File: config.mk
export PLATFORM = sky130hd
export DESIGN_NAME = axis_video_pattern_src
export DESIGN_NICKNAME = d
export VERILOG_FILES = /design/src/rtl/axis_video_pattern_pkg.sv /design/src/rtl/axis_video_pattern_pixel.sv /design/src/rtl/axis_video_pattern_src.sv
export SDC_FILE = /design/constraint.sdc
export NUM_CORES = 1
export LEC_CHECK = 0
export ABC_AREA = 1
export BUFFER_PORTS_ARGS = -buffer_cell sky130_fd_sc_hd__clkbuf_2
export CAP_MARGIN = 20
export CORE_MARGIN = 2
export CORE_UTILIZATION = 60
export DETAILED_ROUTE_END_ITERATION = 12
export PLACE_DENSITY_LB_ADDON = 0.15
export SLEW_MARGIN = 10
export SYNTH_ARGS = -nofsm -noshare
export SYNTH_HDL_FRONTEND = slang
export SYNTH_SLANG_ARGS = --single-unit
File: constraint.sdc
create_clock -name clk -period 14.1 [get_ports clk]
set_clock_uncertainty 0.1 [all_clocks]
set_input_delay 0.705 -clock clk [delete_from_list [all_inputs] [get_ports clk]]
set_output_delay 0.705 -clock clk [all_outputs]
set_load 0.005 [all_outputs]
File: src/rtl/axis_video_pattern_pkg.sv
// Shared types and constants for the AXI4-Stream video pattern source.
// Pixel layout is BGRA: B[31:24] G[23:16] R[15:8] A[7:0].
package axis_video_pattern_pkg;

  localparam int PIX_W = 32;

  typedef enum logic [1:0] {
    SOLID   = 2'd0,
    BARS    = 2'd1,
    RAMP    = 2'd2,
    CHECKER = 2'd3
  } pattern_e;

  typedef enum logic [1:0] {
    ST_IDLE   = 2'd0,
    ST_ACTIVE = 2'd1,
    ST_HBLANK = 2'd2,
    ST_VBLANK = 2'd3
  } state_e;

  localparam logic [PIX_W-1:0] WHITE = 32'hFFFF_FFFF;
  localparam logic [PIX_W-1:0] BLACK = 32'h0000_00FF;

  // Bar order: white, yellow, cyan, green, magenta, red, blue, black.
  localparam logic [PIX_W-1:0] BAR_COLOR [8] = '{
    32'hFFFF_FFFF, 32'h00FF_FFFF, 32'hFFFF_00FF, 32'h00FF_00FF,
    32'hFF00_FFFF, 32'h0000_FFFF, 32'hFF00_00FF, 32'h0000_00FF
  };

endpackage

File: src/rtl/axis_video_pattern_pixel.sv
// Combinational pattern generator: one BGRA pixel from (mode, x, y[3], solid colour).
module axis_video_pattern_pixel
  import axis_video_pattern_pkg::*;
#(
  parameter int IMAGE_WIDTH = 640
) (
  input  logic [1:0]       i_mode,
  input  logic [15:0]      i_x,
  input  logic             i_y_b3,
  input  logic [PIX_W-1:0] i_solid,
  output logic [PIX_W-1:0] o_pixel
);

  logic [2:0] w_bar;

  assign w_bar = 3'(({16'd0, i_x} * 32'd8) / 32'(IMAGE_WIDTH));

  always_comb begin
    o_pixel = BLACK;
    case (pattern_e'(i_mode))
      SOLID:   o_pixel = i_solid;
      BARS:    o_pixel = BAR_COLOR[w_bar];
      RAMP:    o_pixel = {i_x[7:0], i_x[7:0], i_x[7:0], 8'hFF};
      CHECKER: o_pixel = (i_x[3] ^ i_y_b3) ? WHITE : BLACK;
      default: o_pixel = BLACK;
    endcase
  end

endmodule

File: src/rtl/axis_video_pattern_src.sv
// AXI4-Stream (UG934 framing) BGRA test-pattern source: tuser = SOF, tlast = EOL.
// Define AXIS_VPG_BLANKING_EN to insert HBLANK/VBLANK idle cycles between lines/frames.
module axis_video_pattern_src
  import axis_video_pattern_pkg::*;
#(
  parameter int IMAGE_WIDTH    = 640,
  parameter int IMAGE_HEIGHT   = 426,
  parameter int PIXEL_PER_CLK  = 1,
  parameter int BITS_PER_PIXEL = 32,
  parameter int HBLANK         = 16,
  parameter int VBLANK         = 64
) (
  input  logic                          clk,
  input  logic                          rst_n,
  input  logic                          start,
  input  logic                          continuous,
  input  logic                          stop,
  input  logic [1:0]                    mode,
  input  logic [31:0]                   solid_color,
  output logic [PIXEL_PER_CLK*32-1:0]   m_axis_video_tdata,
  output logic                          m_axis_video_tvalid,
  input  logic                          m_axis_video_tready,
  output logic                          m_axis_video_tlast,
  output logic                          m_axis_video_tuser,
  output logic                          busy,
  output logic                          frame_done,
  output logic [15:0]                   frame_count,
  output logic [1:0]                    dbg_state
);

  localparam int BEAT_W = PIXEL_PER_CLK * PIX_W;
  localparam logic [15:0] X_LAST = 16'(IMAGE_WIDTH - PIXEL_PER_CLK);
  localparam logic [15:0] Y_LAST = 16'(IMAGE_HEIGHT - 1);
  localparam logic [15:0] X_STEP = 16'(PIXEL_PER_CLK);
  localparam logic [15:0] H_LOAD = 16'(HBLANK - 1);
  localparam logic [15:0] V_LOAD = 16'(VBLANK - 1);

`ifdef AXIS_VPG_BLANKING_EN
  localparam bit BLANK_EN = 1'b1;
`else
  localparam bit BLANK_EN = 1'b0;
`endif
  localparam bit H_BLANK_ON = BLANK_EN && (HBLANK > 0);
  localparam bit V_BLANK_ON = BLANK_EN && (VBLANK > 0);

  if ((IMAGE_WIDTH % PIXEL_PER_CLK) != 0) begin : g_bad_width
    $error("IMAGE_WIDTH must be a multiple of PIXEL_PER_CLK");
  end
  if ((PIXEL_PER_CLK != 1 && PIXEL_PER_CLK != 2 && PIXEL_PER_CLK != 4 && PIXEL_PER_CLK != 8)
      || BITS_PER_PIXEL != 32) begin : g_bad_format
    $error("PIXEL_PER_CLK must be 1/2/4/8 and BITS_PER_PIXEL must be 32");
  end
  if (HBLANK < 0 || HBLANK > 65536 || VBLANK < 0 || VBLANK > 65536) begin : g_bad_blank
    $error("HBLANK/VBLANK must fit the 16-bit blanking counter");
  end

  state_e             r_state;
  logic [15:0]        r_x, r_y, r_blank, r_frame_count;
  logic [1:0]         r_mode;
  logic [31:0]        r_solid;
  logic [BEAT_W-1:0]  r_tdata;
  logic               r_tvalid, r_tlast, r_tuser, r_frame_done, r_stop;

  logic               w_accept, w_eol, w_eof, w_continue, w_load, w_sof;
  logic [15:0]        w_gx, w_gy;
  logic [1:0]         w_mode;
  logic [31:0]        w_solid;
  logic [BEAT_W-1:0]  w_pix;

  assign w_accept   = r_tvalid & m_axis_video_tready;
  assign w_eol      = (r_x == X_LAST);
  assign w_eof      = w_eol & (r_y == Y_LAST);
  // A stop arriving with the final beat still ends this frame.
  assign w_continue = continuous & ~(r_stop | stop);

  // Coordinate of the beat to load into the output register this cycle.
  always_comb begin
    w_load = 1'b0;
    w_sof  = 1'b0;
    w_gx   = r_x;
    w_gy   = r_y;
    case (r_state)
      ST_IDLE: begin
        if (start) begin
          w_load = 1'b1;
          w_sof  = 1'b1;
          w_gx   = 16'd0;
          w_gy   = 16'd0;
        end
      end
      ST_ACTIVE: begin
        if (w_accept) begin
          if (!w_eol) begin
            w_load = 1'b1;
            w_gx   = r_x + X_STEP;
          end else if (!w_eof) begin
            w_load = !H_BLANK_ON;
            w_gx   = 16'd0;
            w_gy   = r_y + 16'd1;
          end else begin
            w_load = w_continue & !V_BLANK_ON;
            w_sof  = 1'b1;
            w_gx   = 16'd0;
            w_gy   = 16'd0;
          end
        end
      end
      ST_HBLANK: w_load = (r_blank == 16'd0);
      ST_VBLANK: begin
        w_load = (r_blank == 16'd0);
        w_sof  = 1'b1;
      end
    endcase
  end

  // Mode and solid colour come straight from the inputs on the SOF beat, then hold.
  assign w_mode  = w_sof ? mode : r_mode;
  assign w_solid = w_sof ? solid_color : r_solid;

  for (genvar i = 0; i < PIXEL_PER_CLK; i++) begin : g_pix
    axis_video_pattern_pixel #(.IMAGE_WIDTH(IMAGE_WIDTH)) u_pix (
      .i_mode  (w_mode),
      .i_x     (w_gx + 16'(i)),
      .i_y_b3  (w_gy[3]),
      .i_solid (w_solid),
      .o_pixel (w_pix[i*PIX_W +: PIX_W])
    );
  end

  always_ff @(posedge clk or negedge rst_n) begin
    if (!rst_n) begin
      r_state       <= ST_IDLE;
      r_x           <= 16'd0;
      r_y           <= 16'd0;
      r_blank       <= 16'd0;
      r_frame_count <= 16'd0;
      r_mode        <= 2'd0;
      r_solid       <= 32'd0;
      r_tdata       <= '0;
      r_tvalid      <= 1'b0;
      r_tlast       <= 1'b0;
      r_tuser       <= 1'b0;
      r_frame_done  <= 1'b0;
      r_stop        <= 1'b0;
    end else begin
      r_frame_done <= 1'b0;
      if (w_load) begin
        r_tvalid <= 1'b1;
        r_tdata  <= w_pix;
        r_tlast  <= (w_gx == X_LAST);
        r_tuser  <= w_sof;
        r_x      <= w_gx;
        r_y      <= w_gy;
      end
      if (w_load && w_sof) begin
        r_mode  <= mode;
        r_solid <= solid_color;
      end
      case (r_state)
        ST_IDLE: begin
          if (start) begin
            r_state <= ST_ACTIVE;
            r_stop  <= stop;
          end
        end
        ST_ACTIVE: begin
          if (stop) r_stop <= 1'b1;
          if (w_accept && w_eol) begin
            if (!w_eof) begin
              if (H_BLANK_ON) begin
                r_tvalid <= 1'b0;
                r_x      <= 16'd0;
                r_y      <= r_y + 16'd1;
                r_blank  <= H_LOAD;
                r_state  <= ST_HBLANK;
              end
            end else begin
              r_frame_done  <= 1'b1;
              r_frame_count <= r_frame_count + 16'd1;
              if (w_continue) begin
                if (V_BLANK_ON) begin
                  r_tvalid <= 1'b0;
                  r_x      <= 16'd0;
                  r_y      <= 16'd0;
                  r_blank  <= V_LOAD;
                  r_state  <= ST_VBLANK;
                end
              end else begin
                r_tvalid <= 1'b0;
                r_stop   <= 1'b0;
                r_state  <= ST_IDLE;
              end
            end
          end
        end
        ST_HBLANK, ST_VBLANK: begin
          if (stop) r_stop <= 1'b1;
          if (r_blank == 16'd0) r_state <= ST_ACTIVE;
          else                  r_blank <= r_blank - 16'd1;
        end
      endcase
    end
  end

  assign m_axis_video_tdata  = r_tdata;
  assign m_axis_video_tvalid = r_tvalid;
  assign m_axis_video_tlast  = r_tlast;
  assign m_axis_video_tuser  = r_tuser;
  assign busy                = (r_state != ST_IDLE);
  assign frame_done          = r_frame_done;
  assign frame_count         = r_frame_count;
  assign dbg_state           = r_state;

endmodule

==> impl_summary.md <==
Route
In the routed design, unresolved DRC markers number 0. The violation count after the first detailed-route iteration is 484. The number of search-and-repair iterations in the first detailed-routing pass is 8.

After detailed routing, the number of vias per cell comes to 5.49. The total number of vias is 6590. The final layout contains routed wiring with a total length of 17400 µm. In this run the remaining antenna-violating nets after routing total 0.

After detailed routing, the average wire length per cell comes to 14.5 µm.

Timing
The setup TNS is 0 ns. The transition time of the tightest slew-check pin is 1.06 ns. Timing would allow up to 192 MHz. In this run the tightest slew margin relative to its limit is 28.9%. After layout, the worst path uses 36.9% of the clock period. The final setup violation count is 0. For the finished layout, the period the worst path requires is 5.20 ns. The number of endpoints with negative hold slack in the final report is 0. Setup repair after global routing left no endpoint under its margin. The final-report max-slew violation count is 0.

Worst setup path
The buffer and inverter count on the worst path is 7. The largest fanout of any net on the critical path is 58. The slowest stage of the critical path belongs to the cell sky130_fd_sc_hd__inv_1. The endpoint kind of the worst setup timing path is a flop. For the worst setup path, the data required time is 14.34 ns. On the critical path the largest part of the delay comes from buffers and inverters. STA classifies the critical path startpoint as a flop. The type of the worst setup path is flop to flop. The most repeated library cell on the critical path is sky130_fd_sc_hd__inv_1. The critical path's largest stage delay is 1.06 ns. For the worst setup path, the data arrival time is 5.44 ns. The critical path goes through inv_1, ha_1, inv_1, nor4_1, inv_1, nor3_1, nand2_1, inv_1, nand2_1, nand2_1, nand2_2, inv_1, nor2_1, inv_1, buf_4, o21ai_0, a21oi_1.

Clock tree
The number of hold buffers added after CTS was 0. The number of sinks handled by clock tree synthesis is 120. The TritonCTS clock tree is built. The maximum level of the CTS H-tree is 4. The clock passes through at most 2 buffers. The source-to-sink clock delay at the later pin of the worst-skew pair is 0.42 ns. In this run the clock root is driven by a sky130_fd_sc_hd__clkbuf_16.

The clock slew at the register clock pins of the worst setup and hold paths is 0.06 ns. Buffers added to address setup during post-CTS repair amount to 0. The total clock buffers created by CTS is 17. In this run, post-CTS repair resized a total of 0 instances.

Synth
In this run, synthesis inferred 0 flip-flops with an integrated enable. After synthesis, the cell types taking the most area are sky130_fd_sc_hd__dfrtp_1 42%, sky130_fd_sc_hd__nand2_1 15%, sky130_fd_sc_hd__inv_1 5.7%. Counting every instance in the synthesized netlist gives 960. In this run the cell area of the synthesized design comes to 0.00717 mm².

After synthesis, the most frequently instantiated cells are 291 x sky130_fd_sc_hd__nand2_1, 120 x sky130_fd_sc_hd__dfrtp_1, 109 x sky130_fd_sc_hd__inv_1, 77 x sky130_fd_sc_hd__nand3_1, 50 x sky130_fd_sc_hd__o21ai_0. Counting every net in the synthesized netlist gives 1004. The post-synthesis cell type count is 47. The proportion of synthesized flip-flops having asynchronous set or reset is 100%. The number of storage elements in the synthesis netlist is 120. By instance count, the leading cell after synthesis is sky130_fd_sc_hd__nand2_1. In the synthesized netlist the dominant register cell turns out to be sky130_fd_sc_hd__dfrtp_1. The share of the synthesized area in the top cell type is 41.9%.

For this run, the number of Yosys warnings is 0. The dominant cell type by area after synthesis is sky130_fd_sc_hd__dfrtp_1. The post-synthesis average cell area is 7.47 µm².

The part of the Yosys area used for sequential elements is 41.9%.

Power
The maximum VDD drop is 0.117 mV. Summed over all cells, the static leakage comes to 4.33 nW. The total design power is 1.36 mW. The power per cell area is 163 mW/mm².

Outcome
The flow ran to the end, and the final reports show no timing, DRC or antenna violations.

Floorplanning
The die is 113 µm tall. The die extent in x is 113 µm. 95 I/O pins were placed. The area enclosed by the die boundary is 0.0128 mm². The row count is 39. The core area is 0.0116 mm². Once the floorplan was initialized, standard cells occupied 62.0% of the core.

Global route
Entering global routing, the biggest net connects 63 pins. The global-route congestion overflow total is 0. The number of global-route vias before repair is 6080. The number of antenna violations at the first check in global routing was 0. Global routing used 43.6% of the available met2 tracks. The met3 track utilization from global routing is 5.84%. After global routing, the most crowded layer is met2. The global-route total usage across every layer is 28.3%. The first global-routing pass estimated 29200 µm of wire.

For met1 alone, demand over resource in global routing was 39.6%.

Cells and area
The repair_antennas step left the layout with diodes totalling 0. After filler insertion, the fill cell instance count of the layout stands at 939. Compared with the post-synthesis result, the final layout area differs by 15.8%. The number of nets in the finished design is 1089. The fraction of layout instances using a drive strength above 1 is 20.3%.

Placed design
Port buffering added 93 buffers. Detailed placement ended at an HPWL of 12000 µm. The global placement routability congestion is 0.925.

Job
Max-cap violations in this run came to 0.

Worst hold path
The path class of the tightest hold or removal check is input port to async pin.
## flip-flops by register name, indices dropped and copies added (netlist names)
| name | flops |
|---|---|
| m_axis_video_tdata | 32 |
| r_solid | 32 |
| frame_count | 16 |
| r_x | 16 |
| r_y | 16 |
| r_mode | 2 |
| dbg_state | 1 |
| frame_done | 1 |
| m_axis_video_tlast | 1 |
| m_axis_video_tuser | 1 |
| m_axis_video_tvalid | 1 |
| r_stop | 1 |
## power by group
group / total, mW / switching, mW / internal (mW)
registers: 0.423 / 0.0352 / 0.388
logic: 0.490 / 0.324 / 0.167
clock network: 0.444 / 0.154 / 0.290
total: 1.36 / 0.513 / 0.844
## worst paths after layout
check / slack, ns / depth (start not counted) / from / endpoint
min in group clk: 0.37 / 2 / r_solid[5]$_DFFE_PN0P_ / r_solid[5]$_DFFE_PN0P_
hold reg to reg: 0.37 / 2 / r_solid[5]$_DFFE_PN0P_ / r_solid[5]$_DFFE_PN0P_
setup reg to reg: 8.90 / 17 / r_y[1]$_DFFE_PN0P_ / r_y[9]$_DFFE_PN0P_
hold / removal: 0.26 / 1 / rst_n / r_x[12]$_DFFE_PN0P_
max in group asynchronous: 12.40 / 2 / rst_n / m_axis_video_tdata[28]$_DFFE_PN0P_
setup / recovery: 8.90 / 17 / r_y[1]$_DFFE_PN0P_ / r_y[9]$_DFFE_PN0P_
## through the flow
stage	cell area, µm²	util, %	setup slack [ns]	hold WS, ns	cells
2_1_floorplan	7170	-	9.55	0.309	960
3_3_place_gp	7710	66.6	8.89	0.355	1169
3_5_place_dp	7710	66.6	8.82	0.359	1169
4_1_cts	8310	71.8	8.96	0.276	1200
5_1_grt	8310	71.8	8.44	0.324	1200
6_report	8310	71.8	8.90	0.255	1200
## logic make-up after synthesis
family	share of synthesized area, %
buffers and inverters	9.16
DFF	41.9
and+or+nand+nor	33.9
adders and majority gates	0.698
muxes	0.157
AOI/OAI and AO/OA	11.3
xor gates and xnor gates	2.81
other	0.0523
## placed cells by master, fill, tap and decap left out, types with 3 or more instances in the layout
master | Yosys | final
sky130_fd_sc_hd__clkinv_2 | 0 | 3
sky130_fd_sc_hd__a22oi_1 | 3 | 3
sky130_fd_sc_hd__dfrtp_1 | 120 | 120
sky130_fd_sc_hd__nand2_2 | 34 | 35
sky130_fd_sc_hd__ha_1 | 4 | 4
sky130_fd_sc_hd__clkbuf_8 | 0 | 3
sky130_fd_sc_hd__clkbuf_1 | 24 | 3
sky130_fd_sc_hd__bufinv_16 | 0 | 3
sky130_fd_sc_hd__inv_1 | 109 | 109
sky130_fd_sc_hd__o211ai_1 | 25 | 25
sky130_fd_sc_hd__nand4_1 | 20 | 20
sky130_fd_sc_hd__nor2_1 | 49 | 48
sky130_fd_sc_hd__nand3_2 | 10 | 10
sky130_fd_sc_hd__nand2_4 | 9 | 9
sky130_fd_sc_hd__o21ai_0 | 50 | 50
sky130_fd_sc_hd__xnor2_1 | 9 | 9
sky130_fd_sc_hd__o22ai_1 | 5 | 5
sky130_fd_sc_hd__o21a_1 | 4 | 4
sky130_fd_sc_hd__a41oi_1 | 8 | 8
sky130_fd_sc_hd__nor2_4 | 3 | 3
sky130_fd_sc_hd__inv_2 | 16 | 16
sky130_fd_sc_hd__buf_4 | 2 | 5
sky130_fd_sc_hd__nor4_1 | 4 | 4
sky130_fd_sc_hd__nor2_2 | 5 | 6
sky130_fd_sc_hd__nand2_1 | 291 | 290
sky130_fd_sc_hd__clkbuf_16 | 0 | 17
sky130_fd_sc_hd__a21oi_1 | 21 | 21
sky130_fd_sc_hd__clkbuf_2 | 0 | 92
sky130_fd_sc_hd__o21ai_1 | 8 | 8
sky130_fd_sc_hd__xor2_1 | 14 | 14
sky130_fd_sc_hd__nor3_1 | 11 | 11
sky130_fd_sc_hd__nand3_1 | 77 | 77
## area by class of cell
type                            instances  area [µm²]  area share, %
Inverter                              128         508           6.12
Clock inverter                          8         120           1.45
Timing Repair Buffer                   97         498           6.00
Clock buffer                           23         478           5.75
Sequential cell                       120        3000           36.2
Multi-Input combinational cell        681        3520           42.4
Tap cell                              143         179           2.15
## layer usage
metal	wire (µm)	vias up
met5	0	-
met4	344	0
met3	1060	29
met2	7970	211
met1	7980	3082
li1	-	3268
(Power assumes the default switching activity.)
